`src/rtl/uart_frame_parser_pkg.sv`:
```
// Shared types and constants for the UART frame parser: FSM state encoding,
// response byte values and the default start-of-frame marker.
package uart_frame_parser_pkg;

  typedef enum logic [2:0] {
    IDLE,
    GET_LEN,
    GET_PAYLOAD,
    GET_CHK,
    DRAIN,
    RESP
  } state_e;

  localparam logic [7:0] ACK_BYTE    = 8'h06;
  localparam logic [7:0] NAK_BYTE    = 8'h15;
  localparam logic [7:0] DEFAULT_SOF = 8'hA5;

endpackage

```
`src/rtl/uart_frame_parser_if.sv`:
```
// Byte-level bus of the frame parser: UART rx/tx side, downstream payload
// stream and status. master = parser side, slave = environment side.
interface uart_frame_parser_if;
  logic [7:0] rx_data;
  logic       rx_valid;
  logic       tx_ready;
  logic       tx_send;
  logic [7:0] tx_data;
  logic [7:0] m_data;
  logic       m_valid;
  logic       m_last;
  logic       m_ready;
  logic       frame_err;
  logic       busy;

  modport master (
    input  rx_data, rx_valid, tx_ready, m_ready,
    output tx_send, tx_data, m_data, m_valid, m_last, frame_err, busy
  );

  modport slave (
    output rx_data, rx_valid, tx_ready, m_ready,
    input  tx_send, tx_data, m_data, m_valid, m_last, frame_err, busy
  );
endinterface

```
`src/rtl/uart_frame_parser_frame_buffer.sv`:
```
// frame_buffer: payload store for one frame. Single write port, single
// combinational read port addressed by an internal registered read index
// that is cleared at frame start and stepped once per downstream transfer.
module frame_buffer #(
  parameter int DEPTH = 64,
  parameter int IDX_W = 6
) (
  input  logic             clk,
  input  logic             reset_n,
  input  logic             wr_en,
  input  logic [IDX_W-1:0] wr_idx,
  input  logic [7:0]       wr_data,
  input  logic             rd_clr,
  input  logic             rd_adv,
  output logic [IDX_W-1:0] rd_idx,
  output logic [7:0]       rd_data
);

  logic [7:0] mem [DEPTH];

  // payload write; storage needs no reset, only the index does
  always_ff @(posedge clk) begin
    if (wr_en) mem[wr_idx] <= wr_data;
  end

  // read index: restart per frame, advance on each accepted byte
  always_ff @(posedge clk) begin
    if (!reset_n)    rd_idx <= '0;
    else if (rd_clr) rd_idx <= '0;
    else if (rd_adv) rd_idx <= rd_idx + 1'b1;
  end

  assign rd_data = mem[rd_idx];

endmodule

```
`src/rtl/uart_frame_parser.sv`:
```
// uart_frame_parser: parses SOF, LEN, payload, CHK frames from a UART byte
// stream, releases the payload downstream only after the XOR checksum
// matches, and answers each accepted SOF with ACK or NAK on the tx side.
// Optional inter-byte timeout enabled by defining FRAME_TIMEOUT_EN.
module uart_frame_parser
  import uart_frame_parser_pkg::*;
#(
  parameter logic [7:0]  SOF_BYTE       = DEFAULT_SOF,
  parameter int unsigned MAX_LEN        = 64,
  parameter int unsigned TIMEOUT_CYCLES = 500000
) (
  input  logic clk,
  input  logic reset_n,
  uart_frame_parser_if.master bus
);

  localparam int         IDX_W     = (MAX_LEN > 1) ? $clog2(MAX_LEN) : 1;
  localparam logic [7:0] MAX_LEN_B = 8'(MAX_LEN);

  if (MAX_LEN < 1 || MAX_LEN > 255 || TIMEOUT_CYCLES < 1) begin : g_bad_cfg
    $error("uart_frame_parser: illegal parameter set");
  end

  state_e           state, nxt;
  logic [7:0]       len_q, idx_q, chk_q;
  logic             ack_q, m_valid_q, frame_err_q;
  logic             nak_set, ack_set, len_ld, wr_en, rd_adv, m_last, timeout;
  logic [IDX_W-1:0] rd_idx;
  logic [7:0]       rd_data;

`ifdef FRAME_TIMEOUT_EN
  logic [31:0] to_cnt;
  logic        waiting;

  assign waiting = (state == GET_LEN) || (state == GET_PAYLOAD) || (state == GET_CHK);

  // cycles since the last received byte while a frame is partially in
  always_ff @(posedge clk) begin
    if (!reset_n)                     to_cnt <= '0;
    else if (bus.rx_valid || !waiting) to_cnt <= '0;
    else                              to_cnt <= to_cnt + 32'd1;
  end

  assign timeout = waiting && !bus.rx_valid && (to_cnt == 32'(TIMEOUT_CYCLES - 1));
`else
  assign timeout = 1'b0;
`endif

  assign m_last = m_valid_q && (8'(rd_idx) == len_q - 8'd1);

  // state register
  always_ff @(posedge clk) begin
    if (!reset_n) state <= IDLE;
    else          state <= nxt;
  end

  // next state and per-cycle control strobes
  always_comb begin
    nxt     = state;
    nak_set = 1'b0;
    ack_set = 1'b0;
    len_ld  = 1'b0;
    wr_en   = 1'b0;
    rd_adv  = 1'b0;
    case (state)
      IDLE: begin
        if (bus.rx_valid && bus.rx_data == SOF_BYTE) nxt = GET_LEN;
      end
      GET_LEN: begin
        if (bus.rx_valid) begin
          if (bus.rx_data == 8'd0 || bus.rx_data > MAX_LEN_B) begin
            nak_set = 1'b1;
            nxt     = RESP;
          end else begin
            len_ld = 1'b1;
            nxt    = GET_PAYLOAD;
          end
        end
      end
      GET_PAYLOAD: begin
        if (bus.rx_valid) begin
          wr_en = 1'b1;
          if (idx_q == len_q - 8'd1) nxt = GET_CHK;
        end
      end
      GET_CHK: begin
        if (bus.rx_valid) begin
          if (bus.rx_data == chk_q) begin
            ack_set = 1'b1;
            nxt     = DRAIN;
          end else begin
            nak_set = 1'b1;
            nxt     = RESP;
          end
        end
      end
      DRAIN: begin
        if (m_valid_q && bus.m_ready) begin
          rd_adv = 1'b1;
          if (m_last) nxt = RESP;
        end
      end
      RESP: begin
        if (bus.tx_ready) nxt = IDLE;
      end
      default: nxt = IDLE;
    endcase
    // a stalled partial frame is rejected the same way as a bad length
    if (timeout) begin
      nak_set = 1'b1;
      nxt     = RESP;
    end
  end

  // frame datapath: length, write index, running checksum, response choice
  always_ff @(posedge clk) begin
    if (!reset_n) begin
      len_q       <= '0;
      idx_q       <= '0;
      chk_q       <= '0;
      ack_q       <= 1'b0;
      m_valid_q   <= 1'b0;
      frame_err_q <= 1'b0;
    end else begin
      frame_err_q <= nak_set;
      // valid rises one cycle into DRAIN and drops with the last transfer
      m_valid_q   <= (state == DRAIN) && (nxt == DRAIN);
      if (ack_set)      ack_q <= 1'b1;
      else if (nak_set) ack_q <= 1'b0;
      if (len_ld) begin
        len_q <= bus.rx_data;
        chk_q <= bus.rx_data;
        idx_q <= '0;
      end else if (wr_en) begin
        chk_q <= chk_q ^ bus.rx_data;
        idx_q <= idx_q + 8'd1;
      end
    end
  end

  frame_buffer #(.DEPTH(MAX_LEN), .IDX_W(IDX_W)) u_buf (
    .clk     (clk),
    .reset_n (reset_n),
    .wr_en   (wr_en),
    .wr_idx  (idx_q[IDX_W-1:0]),
    .wr_data (bus.rx_data),
    .rd_clr  (len_ld),
    .rd_adv  (rd_adv),
    .rd_idx  (rd_idx),
    .rd_data (rd_data)
  );

  assign bus.m_valid   = m_valid_q;
  assign bus.m_data    = m_valid_q ? rd_data : 8'h00;
  assign bus.m_last    = m_last;
  assign bus.tx_send   = (state == RESP) && bus.tx_ready;
  assign bus.tx_data   = (state == RESP) ? (ack_q ? ACK_BYTE : NAK_BYTE) : 8'h00;
  assign bus.frame_err = frame_err_q;
  assign bus.busy      = (state != IDLE);

endmodule

```
`src/flat_wrapper.sv`:
```
// flat-port wrapper written by rule: the top's interface ports become plain ports
module uart_frame_parser_flat import uart_frame_parser_pkg::*;
#(
  parameter logic [7:0]  SOF_BYTE       = DEFAULT_SOF,
  parameter int unsigned MAX_LEN        = 64,
  parameter int unsigned TIMEOUT_CYCLES = 500000
)
  (clk, reset_n, bus_rx_data, bus_rx_valid, bus_tx_ready, bus_m_ready, bus_tx_send, bus_tx_data, bus_m_data, bus_m_valid, bus_m_last, bus_frame_err, bus_busy);
  uart_frame_parser_if bus_i ();
  input  logic clk;
  input  logic reset_n;
  input wire logic [$bits(bus_i.rx_data)-1:0] bus_rx_data;
  input wire logic [$bits(bus_i.rx_valid)-1:0] bus_rx_valid;
  input wire logic [$bits(bus_i.tx_ready)-1:0] bus_tx_ready;
  input wire logic [$bits(bus_i.m_ready)-1:0] bus_m_ready;
  output wire logic [$bits(bus_i.tx_send)-1:0] bus_tx_send;
  output wire logic [$bits(bus_i.tx_data)-1:0] bus_tx_data;
  output wire logic [$bits(bus_i.m_data)-1:0] bus_m_data;
  output wire logic [$bits(bus_i.m_valid)-1:0] bus_m_valid;
  output wire logic [$bits(bus_i.m_last)-1:0] bus_m_last;
  output wire logic [$bits(bus_i.frame_err)-1:0] bus_frame_err;
  output wire logic [$bits(bus_i.busy)-1:0] bus_busy;
  assign bus_i.rx_data = bus_rx_data;
  assign bus_i.rx_valid = bus_rx_valid;
  assign bus_i.tx_ready = bus_tx_ready;
  assign bus_i.m_ready = bus_m_ready;
  assign bus_tx_send = bus_i.tx_send;
  assign bus_tx_data = bus_i.tx_data;
  assign bus_m_data = bus_i.m_data;
  assign bus_m_valid = bus_i.m_valid;
  assign bus_m_last = bus_i.m_last;
  assign bus_frame_err = bus_i.frame_err;
  assign bus_busy = bus_i.busy;
  uart_frame_parser #(.SOF_BYTE(SOF_BYTE), .MAX_LEN(MAX_LEN), .TIMEOUT_CYCLES(TIMEOUT_CYCLES)) u_core (.clk(clk), .reset_n(reset_n), .bus(bus_i));
endmodule
```
`config.mk`:
```
export PLATFORM = sky130hd
export DESIGN_NAME = uart_frame_parser_flat
export DESIGN_NICKNAME = d
export VERILOG_FILES = /design/src/rtl/uart_frame_parser_pkg.sv /design/src/rtl/uart_frame_parser_if.sv /design/src/rtl/uart_frame_parser_frame_buffer.sv /design/src/rtl/uart_frame_parser.sv /design/src/flat_wrapper.sv
export SDC_FILE = /design/constraint.sdc
export NUM_CORES = 1
export LEC_CHECK = 0
export ABC_AREA = 1
export ABC_CLOCK_PERIOD_IN_PS = 3600
export CELL_PAD_IN_SITES_DETAIL_PLACEMENT = 1
export CELL_PAD_IN_SITES_GLOBAL_PLACEMENT = 1
export CORE_MARGIN = 2
export CORE_UTILIZATION = 50
export DETAILED_ROUTE_END_ITERATION = 7
export HOLD_SLACK_MARGIN = 0.15
export PLACE_DENSITY_LB_ADDON = 0.1
export SLEW_MARGIN = 20
export SYNTH_ARGS = -nofsm -noshare
export SYNTH_HDL_FRONTEND = slang
export SYNTH_HIERARCHICAL = 1
export SYNTH_SLANG_ARGS = --single-unit
```
`constraint.sdc`:
```
create_clock -name clk -period 3.6 [get_ports clk]
set_clock_uncertainty 0.05 [all_clocks]
set_input_delay 0.54 -clock clk [delete_from_list [all_inputs] [get_ports clk]]
set_output_delay 0.54 -clock clk [all_outputs]
set_load 0.05 [all_outputs]
```
Yosys cells after proc, flatten, opt, wreduce, memory -nomap -nowiden. Memory sizes are Yosys's and may differ from the RTL's. A register that Yosys moved wholly into a read port is not among the register bits. Index checks and enable logic that the tools add are counted.

Reductions and logical operators: 12. Muxes and demuxes: 37. Magnitude comparators: 1. Add/subtract/negate cells: 3. Equal/unequal tests: 10. Bitwise logic cells: 2.

Operator list (count): two-way mux 8 bit (4); two-way mux 3 bit (9); two-way mux 1 bit (19); one-hot mux 3 bit (6 select lines) (1); equality test 8 bit (2); two-way mux 6 bit (2); equality test 3 bit, second input constant (3); adder 8 x 1 -> 8 bit, second input constant (1); equality test 6 x 8 -> 1 bit (1); equality test 8 bit, second input constant (1); > comparator 8 x 7 -> 1 bit, second input constant (1); zero test 8 bit (1); subtractor 8 x 1 -> 8 bit, second input constant (1); XOR 8 bit (1); adder 6 x 1 -> 6 bit, second input constant (1); equality test 3 x 2 -> 1 bit, second input constant (2); logical AND 1 bit (5); two-way mux 5 bit (1); nonzero test 2 bit (2); equality test 3 x 1 -> 1 bit, second input constant (1); zero test 3 bit (1); nonzero test 3 bit (1); one-hot mux 1 bit (2 select lines) (1); OR reduction 2 bit (1); other kinds (2) (2).

Memories: 1. Output and inout port bits: 21. Memory bits (writable): 512. Flip-flop bits (word level): 36.

Memory list: u_core.u_buf.mem (words 64, bits a word 8, read ports 1, clocked after Yosys merged registers in 1, write ports 1, line uart_frame_parser_frame_buffer.sv:19) `logic [7:0] mem [DEPTH];`.

Longest topological paths before layout. Gate-level depths: netlist of the first run.

Depth in word-level cells: 8. Gate-level depth with buffers: 14.

Hierarchy. The synthesis of the first run kept the hierarchy.

By module, submodules not included: frame_buffer (cells an instance 1836, area each 21499.4 sq um, seq. area each 15615.0 sq um, times used 1); uart_frame_parser (cells an instance 384, area each 2219.6 sq um, seq. area each 600.6 sq um, times used 1).

Worst setup path after synthesis of the first run. No wires, ideal clock.

Path kind: register -> output. From: register u_core.state[2]. To: output bus_tx_data[4]. Path slack: 0.700 ns. Arrival: 2.310 ns. Path buffers: 1. Stages on the path, launching flop included: 6. Cell sequence: dfxtp_1 > inv_2 > nor3_2 > inv_2 > nor2_1 > buf_4.

Cells in the longest elaborated chain, start to end: 2.

RTL lines: from (decl) (line uart_frame_parser.sv:24) `state_e state, nxt;`; from (signal assigned) (line uart_frame_parser.sv:54) `else state <= nxt;`; equality test 3 bit (line uart_frame_parser.sv:157) `assign bus.tx_data = (state == RESP) ? (ack_q ? ACK_BYTE : NAK_BYTE) : 8'h00;`; two-way mux 8 bit (line uart_frame_parser.sv:157); to (decl) (line flat_wrapper.sv:17) `output wire logic [$bits(bus_i.tx_data)-1:0] bus_tx_data;`.

Every way passes these cells.

==> results.md, run 1 <==
- Status: finished, violations left
- Failing checks: design-rule violations
- Share of layout cells above drive strength 1: about a tenth
- Worst path required time: roughly 3 ns
- Vias after detailed routing: roughly 17000
- CTS root buf: clkbuf_16
- CORE AREA: 46700 um^2
- Worst Reg-to-Reg Cells: 5
- Pin count of the biggest net entering global routing: 162
- Port Buffers: 29
- Max Clock Freq: about 280 MHz
- Asr flop ratio synth: 0%
- Number of flops mapped to enable cells by yosys: approximately 510
- LEAKAGE: 9.92 nW
- Clock Sinks: roughly 550
- Peak supply drop: 0.000417 V
- Compound-Gate Fraction of Synth Area: less than 1%
- Starting Density: just over 50%
- Seq/Total Area, Yosys: approximately two thirds
- GRT overflow: 0
- Post-Syn Area per Cell: 10.7 um^2
- Post-synthesis mux area share: 0.0422%
- Design area: 27000 um^2
- Adder-cell share of the synthesized area: less than 1%
- Unrepaired setup endpoints after global routing: true
- Top_reg_cell synth: edfxtp_1
- Cells after Synth: between 2000 and 2500
- Cell taking the most area after synthesis: edfxtp_1
- Min-delay worst type: primary input to flop
- Number of synthesized register bits: roughly 550
- Reg2Reg Setup Slack: between 1 and 1.5 ns
- HPWL Detailed: between 30000 and 40000 um
- Critical Path Sink Type: output port
- Htree depth: 2
- Met2 wire len: approximately 34000 um
- Fin Hold WS: ~0.34 ns
- Vias/cell: between 5 and 6
- Final Cycle Share: a little over nine tenths
- Die Ht: ~220 um
- CTS buffer count: 57
- DRC viols: 1
- Syn-to-layout area delta: 14.0%
- Warnings, synthesis: 6
- DR WL/cell: 23.2 um
- Dpl cells: about 2800
- DIE WIDTH: approximately 220 um
- Final core occ: between 50 and 60%
- Length of routed wiring on met1: about 29000 um
- Setup total negative slack: 0 ns
- Io pins: 34
- Drt pass-1 iters: 8
- Top cells by area, synth: edfxtp_1 (65%), nand2_1 (12%), nand3_1 (10%)
- Final setup violation count: 0
- Largest family of logic cells by synthesized area: simple AND/OR/NAND/NOR gates
- Hold Buf Count CTS: 0
- Slew of the pin with the lowest slew margin: around 0.94 ns
- DRT antenna net count: 0
- Die ar.: 49200 um^2
- First-pass GRT wire length: about 100000 um
- Row cnt: 79
- Clk Latency, worst-skew pair: slightly above 0.6 ns
- Simple-Gate Fraction of Synth Area: 25.7%
- Yosys cell types: 37
- Final WL: between 60000 and 70000 um
- Initial DRC count: about 1300
- Initial antenna violation count: 0
- Hold Vio Cnt, Final: 0
- Most frequent cell after synthesis: nand2_1
- Relative slew margins: 37.4%
- Max Cap Viol: 0
- Antenna Cells: 0
- Area share of the largest cell type after synthesis: 64.8%
- CTS clk-pin slew, worst paths: roughly 0.060 ns
- Max Root-Sink Buffers: 3
- Post-Synth XOR/XNOR Area: less than 1%
- GPL Wtd Cong: around 0.84
- Pins Over Slew Limit: 0
- Startpoint types: flop
- Reg2reg start: u_core/state[1]
- CP Max Fanout: 45
- Top sig layer: met4
- Final cell count without fillers: 2945
- Minimum clock period: 3.51 ns
- Power density over cell area: around 500 nW/um^2
- Dpl cell area: between 20000 and 25000 um^2
- Met3 wire length: between 3000 and 4000 um
- GR Util All Layers: between 20% and 30%
- Mapped Area: 23700 um^2
- CTS tree: yes
- CP Capture Point: bus_m_data[3]
- Critical path arrival: just under 3 ns
- Vias in the first global route: ~18000
- WS Path Type: flop to output port
- Worst reg2reg endpoint: u_core/u_buf/mem[54][4]
- NumNets Final: 2310
- Most common library cells after synthesis: nand2_1 (772), edfxtp_1 (512), nand3_1 (480)
## kinds of logic after synthesis
group,Yosys count
flops,554
mux,1
buf+inv,203
simple gates,1422
other cells,1
xor+xnor,9
compound gates,27
fa+ha+maj,3
## metrics by stage
step | worst slack (ns) | power [W]
finish | 0.0884 | 0.0135
global route | -0.0102 | 0.0138
CTS | 0.0168 | 0.0136
detailed placement | 0.445 | 0.00734
global placement | 0.436 | 0.00733
floorplan | 0.700 | 0.00720
## power by group
| part | internal (W) | switching (W) |
|---|---|---|
| combinational | 0.0000236 | 0.000157 |
| sequential | 0.00702 | 0.000000127 |
| clock | 0.00383 | 0.00248 |
| total | 0.0109 | 0.00264 |
## what timing repair did
action / 4_1_cts / 5_1_grt
gates resized for setup: 2 / 8
buffers inserted: 0 / 0
setup endpoints to repair: 2 / 8
gates cloned: 0 / 2
## layout make-up
| type | instances | area [um^2] |
|---|---|---|
| Tap cell | 607 | 759 |
| Clock buffer | 70 | 1520 |
| Inverter | 76 | 304 |
| Fill cell | 4950 | 19600 |
| Timing Repair Buffer | 139 | 1370 |
| Multi-Input combinational cell | 1466 | 6400 |
| Sequential cell | 554 | 16200 |
| Clock inverter | 33 | 470 |
## sequential cells by signal (all words and copies together), names as in the netlist, named ones only
name,flops
u_core/u_buf/mem,512
u_core/chk_q,8
u_core/idx_q,8
u_core/len_q,8
u_core/u_buf/rd_idx,6
u_core/state,3
u_core/ack_q,1
u_core/bus.frame_err,1
u_core/bus.m_valid,1
## how the worst min path moves through the flow
| stage | startpoint | endpoint | slack [ns] | cells after the start |
|---|---|---|---|---|
| final | bus_rx_data[2] | u_core/len_q[2] | 0.34 | 3 |
| after global routing | bus_rx_data[2] | u_core/len_q[2] | 0.34 | 3 |
| after CTS | bus_rx_data[2] | u_core/len_q[2] | 0.31 | 3 |
| after detailed placement | u_core/chk_q[7] | u_core/chk_q[7] | 0.43 | 2 |
| after global placement | u_core/chk_q[7] | u_core/chk_q[7] | 0.42 | 2 |
| after floorplan | u_core/len_q[6] | u_core/len_q[6] | 0.41 | 2 |
## placed cells by master, fill, tap and decap left out, types with 3 or more instances in the layout
master,Yosys,final
buf_16,0,3
edfxtp_1,512,512
bufinv_16,0,12
and3_1,3,3
clkbuf_16,0,59
buf_2,57,8
clkinv_2,0,3
nor4_1,8,6
xor2_1,4,4
clkbuf_8,0,4
nor3b_1,6,6
buf_12,0,17
nor2_2,3,3
nand3_1,480,480
nor2_1,114,114
buf_4,20,94
clkdlybuf4s50_1,0,12
conb_1,1,4
nand2_1,772,771
o21ai_1,8,8
xnor2_1,5,5
clkinv_1,7,19
inv_6,0,4
dfxtp_1,42,39
nand4_1,20,20
ha_1,3,3
a21oi_1,15,15
inv_2,9,9
inv_1,59,58
nor3_1,8,8
clkbuf_1,13,9
## critical path: stages (launching register included)
cell	delay, ns
dfxtp_4	0.45
inv_16	0.21
buf_16	0.25
nand2_1	0.08
nand3_1	0.07
nand3_1	0.10
nand2_1	0.15
nand2_1	0.07
nand3_1	0.24
nand3_1	0.15
nand2_1	0.09
nand2_1	0.12
inv_1	0.15
buf_12	0.15
## per-layer routing
metal / GRT usage [%] / vias up
li1: - / 7785
met2: 46.8 / 413
met4: 9.79 / 0
met1: 36.5 / 8612
met3: 3.35 / 113
met5: 0 / -
No activity file was read; power rests on OpenSTA's default activity.
==> run 2, diff against run 1 <==
--- a/config.mk
+++ b/config.mk
@@ -10,7 +10,7 @@
 export CELL_PAD_IN_SITES_DETAIL_PLACEMENT = 1
 export CELL_PAD_IN_SITES_GLOBAL_PLACEMENT = 1
 export CORE_MARGIN = 2
-export CORE_UTILIZATION = 50
+export CORE_UTILIZATION = 40
 export DETAILED_ROUTE_END_ITERATION = 7
 export HOLD_SLACK_MARGIN = 0.15
 export PLACE_DENSITY_LB_ADDON = 0.1
==> run 2 against run 1 <==
Compared with the run above:
- hold slack got worse by 0.078 ns
- flip-flop and latch count unchanged
- the run now ends clean
- core utilization decreased by 12 points
- sequential power about the same
==> results.md, run 2 (synthesis gave the netlist of run 1 again) <==
- Final setup violation count: 0
- Met1 usage: around a third
- Hold Buf Count CTS: 0
- Htree depth: 2
- Peak supply drop: 0.000378 V
- Fin Hold WS: ~0.26 ns
- Worst path max stage delay: 0.46 ns
- Clk Latency, worst-skew pair: approximately 0.61 ns
- CORE AREA: around 60000 um^2
- First-pass GRT wire length: between 100000 and 150000 um
- Int Pwr: ~0.010 W
- Syn-to-layout area delta: 14.6%
- Sw Ratio: between 20% and 30%
- HPWL Detailed: 41600 um
- Io pins: 34
- Starting Density: 40.3%
- NumNets Final: around 2300
- CTS buffer count: just under 60
- Initial DRC count: between 1000 and 1500
- CTS root buf: clkbuf_16
- Antenna Cells: 0
- Hold path startpoint: bus_rx_data[7]
- Die ar.: between 60000 and 70000 um^2
- Crit-path most repeated cell: nand2_1
- DRT antenna net count: 0
- GRT overflow: 0
- Slew of the pin with the lowest slew margin: ~0.95 ns
- CTS tree: yes
- Slowest-stage cell, CP: dfxtp_4
- Max Clock Freq: 288 MHz
- Max FFs per register: 512
- GRT Max-Usage Layer: met2
- CP Max Fanout: 36
- Switching power: about 0.0027 W
- Clock power frac: between 40% and 50%
- LEAKAGE: approximately 10 nW
- Die Ht: between 200 and 250 um
- Most flops, register: u_core/u_buf/mem
- CP bufs+invs: 4
- Clock Sinks: ~550
- Relative slew margins: 36.2%
- Max Root-Sink Buffers: 3
- GPL Wtd Cong: ~0.8
- Port Buffers: 29
- Pre-CTS setup slack: about 0.42 ns
- Status: completed
- Startpoint types: flop
- Critical Path Sink Type: output port
- Initial antenna violation count: 1
- M3 GR Usage: roughly 3.1%
- Setup total negative slack: 0 ns
- Vias in the first global route: 17200
- Critical-path cell list: buf_16 -> buf_12 -> nand2_1 -> nand3_1 -> nand3_1 -> nand2_1 -> nand2_1 -> nand3_1 -> nand3_1 -> nand2_1 -> nand2_1 -> inv_1 -> buf_12
- DRC viols: 0
- Vias after detailed routing: 16700
- Delay-heaviest family, CP: simple AND/OR/NAND/NOR gates
- Critical path arrival: roughly 2.9 ns
- Pins Over Slew Limit: 0
- Met2 Usage GRT: between 30% and 40%
- DIE WIDTH: about 250 um
- Final Cycle Share: 96.5%
- Share of layout cells above drive strength 1: between 10% and 20%
- Drt pass-1 iters: 5
- Final WL: approximately 69000 um
- Row cnt: just under 90
- Post-route setup slack: around 0.13 ns
- Vias/cell: around 5.3
- Unrepaired setup endpoints after global routing: false
- GR Util All Layers: ~23%
- Max Cap Viol: 0
- Flop pwr share: 53.9%
- Minimum clock period: between 3 and 4 ns
- Most frequent cells in the layout: nand2_1 (772), edfxtp_1 (512), nand3_1 (480)
- WS Path Type: flop to output port
- Pin count of the biggest net entering global routing: just under 90
- Combinational power share: roughly 1.4%
- DR WL/cell: about 22 um
- Power density over cell area: 479 nW/um^2
- CTS clk-pin slew, worst paths: about 0.06 ns
- Hold Vio Cnt, Final: 0
- Reg2reg start: u_core/state[1]
- Min-delay worst type: primary input to flop
- Commonest non-fill, non-tap cell in the layout: nand2_1
- Worst path required time: approximately 3.0 ns
run 2: changes by cell type in the layout (fill, tap and decap cells not counted), sizes merged:
cell,before,now
clkbuf,72,79
bufinv,12,3
inv,73,70
clkinv,22,32
buf,124,128
run 2: worst min-delay path, cell delays in order:
cell and delay (ns):
buf_2 0.12, nand2_1 0.07, nand3_1 0.08, a21oi_1 0.06
run 2: final timing paths:
path	cells after the start	slack, ns	endpoint
max reg2reg	4	1.03	u_core/u_buf/mem[13][0]
min	4	0.26	u_core/chk_q[7]
max	13	0.13	bus_m_data[1]
min reg2reg	2	0.44	u_core/len_q[6]
run 2: area by class of cell:
class / count / area, um^2
clock inverter: 31 / 229
timing repair buffer: 144 / 1450
inverter: 76 / 307
tap: 773 / 967
fill: 6375 / 31600
clock buffer: 76 / 1600
multi-input combinational: 1466 / 6400
sequential: 554 / 16200
run 2: stage by stage:
step	utilization (%)	total power [W]	area [um^2]	std cells
3_3_place_gp	42.9	0.00734	25200	3006
4_1_cts	46.0	0.0132	27100	3116
5_1_grt	46.2	0.0134	27200	3120
6_report	46.2	0.0130	27200	3120
2_1_floorplan	-	0.00720	23700	2223
3_5_place_dp	42.9	0.00735	25200	3006
run 2: what timing repair did:
item / in CTS / in global routing
gates resized for setup: 3 / 7
setup endpoints to repair: 9 / 8
gates cloned: 0 / 3
pin swaps: 0 / 0
buffers inserted: 3 / 1
run 2: power groups by stage:
stage / registers (W) / logic, W / clock network [W]
2_1_floorplan: 0.00716 / 0.0000392 / 0
3_3_place_gp: 0.00716 / 0.000181 / 0
3_5_place_dp: 0.00716 / 0.000188 / 0
4_1_cts: 0.00702 / 0.000188 / 0.00597
5_1_grt: 0.00702 / 0.000198 / 0.00619
6_report: 0.00702 / 0.000181 / 0.00583
run 2: routing by layer:
layer | part of all wire (%) | routed length [um]
met5 | 0 | 0
met4 | 2.6 | 1820
met3 | 4.0 | 2760
met2 | 47 | 32500
met1 | 46 | 31900
==> run 3, diff against run 2 <==
--- a/config.mk
+++ b/config.mk
@@ -7,14 +7,11 @@
 export LEC_CHECK = 0
 export ABC_AREA = 1
 export ABC_CLOCK_PERIOD_IN_PS = 3600
-export CELL_PAD_IN_SITES_DETAIL_PLACEMENT = 1
-export CELL_PAD_IN_SITES_GLOBAL_PLACEMENT = 1
 export CORE_MARGIN = 2
 export CORE_UTILIZATION = 40
 export DETAILED_ROUTE_END_ITERATION = 7
 export HOLD_SLACK_MARGIN = 0.15
-export PLACE_DENSITY_LB_ADDON = 0.1
-export SLEW_MARGIN = 20
+export SLEW_MARGIN = 10
 export SYNTH_ARGS = -nofsm -noshare
 export SYNTH_HDL_FRONTEND = slang
 export SYNTH_HIERARCHICAL = 1
==> run 3 against run 2 <==
Compared with the run above:
- cell area fell by 1.7%
- combinational power down 2%
- first-iteration DRC count is 32% higher
- die area unchanged
- maximum frequency increased by 0.82%
- critical endpoint is now bus_m_data[0]
- count of clock-buffer cells in the layout down 8
- wire length shrank 13%
- critical path depth shrank 1
- non-clock buffer count decreased by 35
- worst setup slack improved by 0.028 ns
- total power shrank 2.8%
- core utilization is 0.80 points lower
==> results.md, run 3 (synthesis gave the netlist of run 1 again) <==
- Status: completed
- GR Util All Layers: between 15 and 20%
- Row cnt: between 80 and 90
- Vias in the first global route: between 15000 and 20000
- Max Cap Viol: 0
- Drt pass-1 iters: 5
- First-pass GRT wire length: just over 90000 um
- Worst path required time: approximately 3 ns
- Post-route setup slack: 0.153 ns
- Hold Vio Cnt, Final: 0
- CTS clk-pin slew, worst paths: approximately 0.060 ns
- Vias after detailed routing: about 16000
- Most flops, register: u_core/u_buf/mem
- WS Path Type: flop to output port
- Pin count of the biggest net entering global routing: 161
- Share of layout cells above drive strength 1: under 10%
- Final setup violation count: 0
- Pins Over Slew Limit: 0
- Final Cycle Share: 95.7%
- Io pins: 34
- Final core occ: a little under half
- Port Buffers: 29
- Min-delay worst type: primary input to flop
- Die Ht: roughly 250 um
- Clk Latency, worst-skew pair: roughly 0.60 ns
- DR WL/cell: 19.6 um
- Minimum clock period: roughly 3.4 ns
- Most frequent cells in the layout: nand2_1 (772), edfxtp_1 (512), nand3_1 (480)
- LEAKAGE: 9.64 nW
- Slew of the pin with the lowest slew margin: 0.921 ns
- Starting Density: roughly two fifths
- Hold Buf Count CTS: 0
- Max FFs per register: between 500 and 600
- Htree depth: 2
- Commonest non-fill, non-tap cell in the layout: nand2_1
- DRT antenna net count: 0
- Clock Sinks: about 550
- Syn-to-layout area delta: 12.6%
- Relative slew margins: a little under two fifths
- CORE AREA: 58800 um^2
- DRC viols: 0
- Post-CTS setup buffer count: 0
- Critical path arrival: roughly 2.9 ns
- CP Max Fanout: 80
- Antenna Cells: 0
- HPWL Detailed: roughly 36000 um
- CTS buffer count: 56
- GRT overflow: 0
- Final WL: between 60000 and 70000 um
- Die ar.: ~61000 um^2
- Power density over cell area: 474 nW/um^2
- GPL Wtd Cong: between 0.8 and 0.9
- NumNets Final: about 2300
- Initial antenna violation count: 1
- Startpoint types: flop
- Initial DRC count: around 1400
- DIE WIDTH: about 250 um
- Critical Path Sink Type: output port
- CTS tree: yes
- Vias/cell: around 5.3
- CTS root buf: clkbuf_16
- Peak supply drop: ~0.00035 V
- Max Clock Freq: 290 MHz
- Pre-CTS setup slack: a little under 0.4 ns
- Max Root-Sink Buffers: 3
==> run 3: changes by cell type in the layout (fill, tap and decap cells not counted), sizes merged <==
cell    previous run  this run
clkbuf            79        70
inv               70        71
bufinv             3         2
clkinv            32        36
buf              128        94
==> run 3: area by class of cell <==
cell class / instances / area (um^2)
sequential: 554 / 16200
clock inverter: 35 / 225
inverter: 76 / 304
tap: 773 / 967
clock buffer: 68 / 1500
multi-input combinational: 1466 / 6390
fill: 5396 / 32100
timing repair buffer: 109 / 1100
==> run 3: where the power goes <==
group / total, W / leakage (nW) / internal, W / switching [W]
Combinational: 0.000177 / 3.85 / 0.0000227 / 0.000154
Clock: 0.00547 / 0.854 / 0.00309 / 0.00238
Sequential: 0.00702 / 4.94 / 0.00702 / 0.000000147
Total: 0.0127 / 9.64 / 0.0101 / 0.00254
==> run 3: final timing paths <==
kind | from | end | slack, ns | cells after the start
worst max register to register | u_core/state[1] | u_core/u_buf/mem[10][1] | 0.99 | 5
worst min-delay path | bus_rx_data[6] | u_core/u_buf/mem[29][6] | 0.27 | 1
worst max-delay path | flop | bus_m_data[0] | 0.15 | 12
worst min register to register | u_core/chk_q[7] | u_core/chk_q[7] | 0.43 | 2
==> run 3: routing by layer <==
metal	part of all wire (%)	GRT usage, %
met5	0	0
met4	2.8	5.78
met3	6.0	3.21
met2	48	32.9
met1	43	26.5
==> run 3: worst max-delay path: stages (launching register included) <==
cell,delay (ns)
dfxtp_4,0.53
clkbuf_16,0.43
nand2_1,0.09
nand3_1,0.09
nand3_1,0.14
nand2_1,0.14
nand2_1,0.06
nand3_1,0.15
nand3_1,0.10
nand2_1,0.08
nand2_1,0.11
inv_1,0.17
buf_12,0.15
==> run 3: per-stage QoR <==
step           area (um^2)   TNS (ns)  total power [W]  std cells  hold WS [ns]
2_1_floorplan        23700          0          0.00720       2223         0.407
3_3_place_gp         24900          0          0.00734       2976         0.418
3_5_place_dp         24900          0          0.00734       2976         0.427
4_1_cts              26600          0           0.0128       3079         0.270
5_1_grt              26700  -0.000631           0.0130       3081         0.269
6_report             26700          0           0.0127       3081         0.274
==> run 3: timing repair <==
| action | CTS | global route |
|---|---|---|
| gates resized for setup | 1 | 8 |
| gates cloned | 0 | 2 |
| setup endpoints to repair | 1 | 8 |
==> patch 1, RTL diff (config.mk and constraints of run 3) <==
Build with the macro `FRAME_TIMEOUT_EN` defined.
--- a/src/rtl/uart_frame_parser.sv
+++ b/src/rtl/uart_frame_parser.sv
@@ -2,6 +2,8 @@
 // stream, releases the payload downstream only after the XOR checksum
 // matches, and answers each accepted SOF with ACK or NAK on the tx side.
 // Optional inter-byte timeout enabled by defining FRAME_TIMEOUT_EN.
+`define FRAME_TIMEOUT_EN
+
 module uart_frame_parser
   import uart_frame_parser_pkg::*;
 #(
Behaviour: same outputs for any inputs over 4 cycles, from zero or initial values and one cycle with reset_n low; that may be too few to reach the edited logic, so the function may still have changed.
==> patch 1 against run 3 <==
Global-route usage is 1.1 points higher; sequential cell count grew 32; fmax is 0.76% higher; wire length increased by 11%; final area increased by 7.9%; synthesized area increased by 6.3%; power is 9.8% higher; non-clock buffer count up 23; sequential power up 5.1%; utilization increased by 0.49 points; worst setup slack gained 0.026 ns; via count rose by 10%; combinational power rose by 5%; largest cell class unchanged; largest power group unchanged.
==> patch 1: results (changes against run 3) <==
[worst_setup_path]
critical_path.max_fanout = 56  ; was 80
regToRegSetupSlack_ns = 1.19  ; was 0.99 ns
r2r_start = u_core/state[2]  ; was u_core/state[1]
cp.arrival_ns = 2.83  ; was 2.86 ns
regToRegEndpoint = u_core/u_buf/mem[52][6]  ; was u_core/u_buf/mem[10][1]
crit_end = bus_m_data[0]  ; unchanged
reg2reg_depth = 6  ; was 5

[yosys]
synth-xor-area-share = 0.00417  ; was 0.00332
ys_top_cells_by_area = edfxtp_1 (61%), nand2_1 (12%), nand3_1 (9.6%)  ; was edfxtp_1 (65%), nand2_1 (12%), nand3_1 (10%)
yosys_warnings = 6  ; unchanged
ys_seq_area_frac = 0.669  ; was 0.684
synth_cell_type_count = 50  ; was 37
synth_compound_area_frac = 0.0151  ; was 0.00586
synthTopCellsByCount = nand2_1 (799), edfxtp_1 (512), nand3_1 (486), nor2_1 (130), inv_1 (102)  ; was nand2_1 (772), edfxtp_1 (512), nand3_1 (480), nor2_1 (114), inv_1 (59)
synth_mux_area_frac = 0.000397  ; was 0.000422
synth_fa_ha_area_frac = 0.00199  ; was 0.00158
synth_cells = 2412  ; was 2,220

[hold_path]
worstHoldStart = bus_rx_data[1]  ; was bus_rx_data[6]
min_delay_worst_endpoint = u_core/len_q[1]  ; was u_core/u_buf/mem[29][6]
min_delay_path_depth = 3  ; was 1
min_path_type = input pin to register  ; unchanged

[clocking]
cts_buffers = 60  ; was 56
post_cts_resized = 3  ; was 1
clock_latency_ns = 0.62  ; was 0.60 ns
clkTransAtPathRegs_ns = 0.06  ; about the same

[sta]
fin_hold_ws_ns = 0.194  ; was 0.274 ns
worst_pin_slew_ns = 0.967  ; was 0.921 ns
fin_crit_sh = 0.950  ; was 0.957

[placement]
portBuffers = 29  ; unchanged
gp_congestion = 0.907  ; was 0.871
place_hpwl_um = 39900  ; was 35,600 um
dp.cells = 3265  ; was 2,976
place_ws_ns = 0.502  ; was 0.392 ns
placed_cell_area_um2 = 26600  ; was 24,900 um^2

[global_routing]
grt_pass1_vias = 17545  ; was 15,872
grt_pass1_wl_um = 103000  ; was 91,700 um
grt_usage = 0.208  ; was 0.197
grt_max_degree = 129  ; was 161
grt_antenna_before_repair = 4  ; was 1

[final_layout]
final_nets = 2502  ; was 2,279
diodes = 0  ; unchanged
reg_top3 = u_core/u_buf/mem: 512 flops, u_core/to_cnt: 32 flops
fillers = 5819  ; was 5,396
drive_above_1_share = 0.0990  ; was 0.0875
final_util = 0.459  ; was 0.454

[drt]
vias = 17851  ; was 16,203
drt_pass1_iterations = 6  ; was 5
drt_iter0_markers = 1770  ; was 1,434
drt-wirelength-per-cell_um = 19.8  ; was 19.6 um
via_per_inst = 5.28  ; was 5.26

[pwr]
power_mw = 13.9  ; was 12.7 mW
ir_worst_vdd_mv = 0.380  ; was 0.352 mV
power.internal_mw = 11.2  ; was 10.1 mW
comb-power_uw = 186  ; was 177 uW
p_leak_nw = 10.4  ; was 9.64 nW
power_frac_seq = 0.530  ; was 0.554

[run_status]
outcome = finished, final reports clean  ; unchanged

-- patch 1: metal layers --
layer | global-route usage | part of all wire | up-vias
li1 | - | - | 8432
met1 | 0.289 | 0.43 | 8629
met2 | 0.340 | 0.47 | 670
met3 | 0.0322 | 0.074 | 118
met4 | 0.0596 | 0.024 | 2
met5 | 0 | 0.00019 | -
-- patch 1: worst max-delay path, cell delays in order (launching register included) --
cell and delay, ns:
dfxtp_4 0.36, buf_12 0.14, clkinv_16 0.11, buf_12 0.24, nand2_1 0.09, nand3_1 0.07, nand3_1 0.13, nand2_1 0.11
nand2_1 0.05, nand3_1 0.18, nand3_1 0.15, nand2_1 0.10, nand2_1 0.09, inv_1 0.16, buf_12 0.15
-- patch 1: cell type report --
type	instances	area share
well taps	846	0.0368
clock inverters	29	0.0119
multi-input cells	1597	0.248
flip-flops and latches	586	0.586
repair buffers	132	0.0441
inverters	108	0.0152
clock buffers	83	0.0589
==> patch 2, RTL diff (config.mk and constraints of run 3) <==
Without the edit above. Encoding of `state_e`: now Gray code (3 bits for 6 states).
--- a/src/rtl/uart_frame_parser_pkg.sv
+++ b/src/rtl/uart_frame_parser_pkg.sv
@@ -3,12 +3,12 @@
 package uart_frame_parser_pkg;
 
   typedef enum logic [2:0] {
-    IDLE,
-    GET_LEN,
-    GET_PAYLOAD,
-    GET_CHK,
-    DRAIN,
-    RESP
+    IDLE        = 3'b000,
+    GET_LEN     = 3'b001,
+    GET_PAYLOAD = 3'b011,
+    GET_CHK     = 3'b010,
+    DRAIN       = 3'b110,
+    RESP        = 3'b111
   } state_e;
 
   localparam logic [7:0] ACK_BYTE    = 8'h06;
Check against the original RTL: same outputs for any inputs over 4 cycles, from zero or initial values and one cycle with reset_n low; so few cycles prove little.
==> patch 2 against run 3 <==
Final cell count decreased by 1.7%; wire length increased by 1.7%; non-clock buffer count increased by 8; sequential cell count unchanged; combinational power decreased by 3%; power increased by 4.9%; critical path depth increased by 2; synthesized area decreased by 0.87%; clock power increased by 12%; worst setup slack got worse by 0.0034 ns; critical endpoint is now bus_m_data[7]; via count decreased by 0.92%; sequential power about the same; final area increased by 0.83%.
==> patch 2: results (changes against run 3) <==
[worst_setup_path]
critical_path.max_stage_delay_ns = 0.37  ; was 0.53 ns
regToRegEndpoint = u_core/u_buf/mem[22][2]  ; was u_core/u_buf/mem[10][1]
critical_path.max_fanout = 47  ; was 80
cp_slowest_cell = dfxtp_4  ; unchanged
crit_end = bus_m_data[7]  ; was bus_m_data[0]
regToRegSetupSlack_ns = 1.19  ; was 0.99 ns
reg2reg_depth = 7  ; was 5

[placement]
placed_cell_area_um2 = 24700  ; was 24,900 um^2
portBuffers = 29  ; unchanged
dp.cells = 2910  ; was 2,976
place_hpwl_um = 35300  ; was 35,600 um
gp_congestion = 0.873  ; was 0.871

[global_routing]
grt_pass1_wl_um = 91300  ; was 91,700 um
grt_pass1_vias = 15267  ; was 15,872
grt_antenna_before_repair = 3  ; was 1
grt_max_degree = 129  ; was 161
grt_usage = 0.198  ; was 0.197

[pwr]
p_leak_nw = 9.70  ; was 9.64 nW
ir_worst_vdd_mv = 0.363  ; was 0.352 mV

[sta]
relSlewSlack = 0.385  ; was 0.384

[yosys]
synthTopCellsByCount = nand2_1 (734), edfxtp_1 (512), nand3_1 (469), nor2_1 (94), inv_1 (59)  ; was nand2_1 (772), edfxtp_1 (512), nand3_1 (480), nor2_1 (114), inv_1 (59)
synth_cell_type_count = 41  ; was 37
ys_top_cells_by_area = edfxtp_1 (65%), nand2_1 (12%), nand3_1 (10%)  ; unchanged
synth_cells = 2156  ; was 2,220
ys_seq_area_frac = 0.690  ; was 0.684

[drt]
vias = 16054  ; was 16,203
routed_wl_um = 61300  ; was 60,200 um
drt-wirelength-per-cell_um = 20.2  ; was 19.6 um
drt_iter0_markers = 1782  ; was 1,434

[clocking]
postCtsSetupRepairBufs = 0  ; unchanged
cts_buffers = 59  ; was 56
post_cts_resized = 2  ; was 1
clock_latency_ns = 0.62  ; was 0.60 ns

[final_layout]
final_nets = 2230  ; was 2,279
drive_above_1_share = 0.0954  ; was 0.0875

[run_status]
outcome = finished, final reports clean  ; unchanged

==> patch 2: cell types whose count changed after synthesis, moves of 3 or more <==
cell,before,now
nand2_1,772,734
nor2_1,114,94
a21oi_1,15,26
nand3_1,480,469
o21ai_0,2,11
clkinv_1,7,0
inv_2,9,2
nand2_2,1,5
nand4_1,20,16
o21ai_1,8,4
and3_1,3,0
buf_2,57,54
nor2_2,3,6
xnor2_1,5,8
==> patch 2: worst min path at each step <==
stage / start / end / slack [ns] / cells past startpoint
2_1_floorplan: u_core/ack_q / u_core/ack_q / 0.40 / 2
3_3_place_gp: u_core/chk_q[0] / u_core/chk_q[0] / 0.43 / 2
3_5_place_dp: u_core/ack_q / u_core/ack_q / 0.43 / 2
4_1_cts: bus_rx_data[6] / u_core/chk_q[6] / 0.20 / 3
5_1_grt: bus_rx_data[6] / u_core/chk_q[6] / 0.25 / 3
6_report: bus_rx_data[6] / u_core/chk_q[6] / 0.23 / 3
==> patch 2: metrics by stage <==
stage	worst slack, ns	util	hold WS (ns)
floorplan	0.228	-	0.403
global placement	0.490	0.427	0.427
detailed placement	0.503	0.427	0.433
CTS	0.0307	0.461	0.196
global route	0.0249	0.465	0.252
finish	0.150	0.465	0.229
==> patch 2: power by group <==
| part | switching, mW | leakage [nW] | total (mW) | internal [mW] |
|---|---|---|---|---|
| clock network | 2.45 | 0.953 | 6.10 | 3.64 |
| logic | 0.149 | 3.81 | 0.171 | 0.0219 |
| registers | 0.000190 | 4.94 | 7.02 | 7.02 |
| total | 2.60 | 9.70 | 13.3 | 10.7 |
==> patch 2: kinds of logic (layout without fill, tap and decap cells) <==
| group | Yosys count | in the layout | share of synthesized area |
|---|---|---|---|
| multiplexers | 1 | 1 | 0.000426 |
| adder cells (fa/ha/maj) | 3 | 3 | 0.00160 |
| XOR/XNOR | 14 | 14 | 0.00522 |
| flip-flops | 554 | 554 | 0.690 |
| other | 1 | 5 | 0.000159 |
| AND/OR/NAND/NOR | 1352 | 1352 | 0.248 |
| AO/OA/AOI/OAI | 45 | 45 | 0.00995 |
| buffers and inverters | 186 | 291 | 0.0450 |
==> patch 2: cell type report <==
cell class                      instances  area, um^2
Clock inverter                         34         337
Tap cell                              765         957
Multi-Input combinational cell       1419        6250
Timing Repair Buffer                  117        1260
Inverter                               63         275
Sequential cell                       554       16200
Fill cell                            5300       31000
Antenna cell                            1        2.50
Clock buffer                           77        1620
==> patch 2: layer usage <==
layer,GRT usage,vias up,part of all wire
met3,0.0324,88,0.071
met5,0,-,0
met4,0.0544,0,0.021
li1,-,7605,-
met1,0.273,7802,0.43
met2,0.326,559,0.48
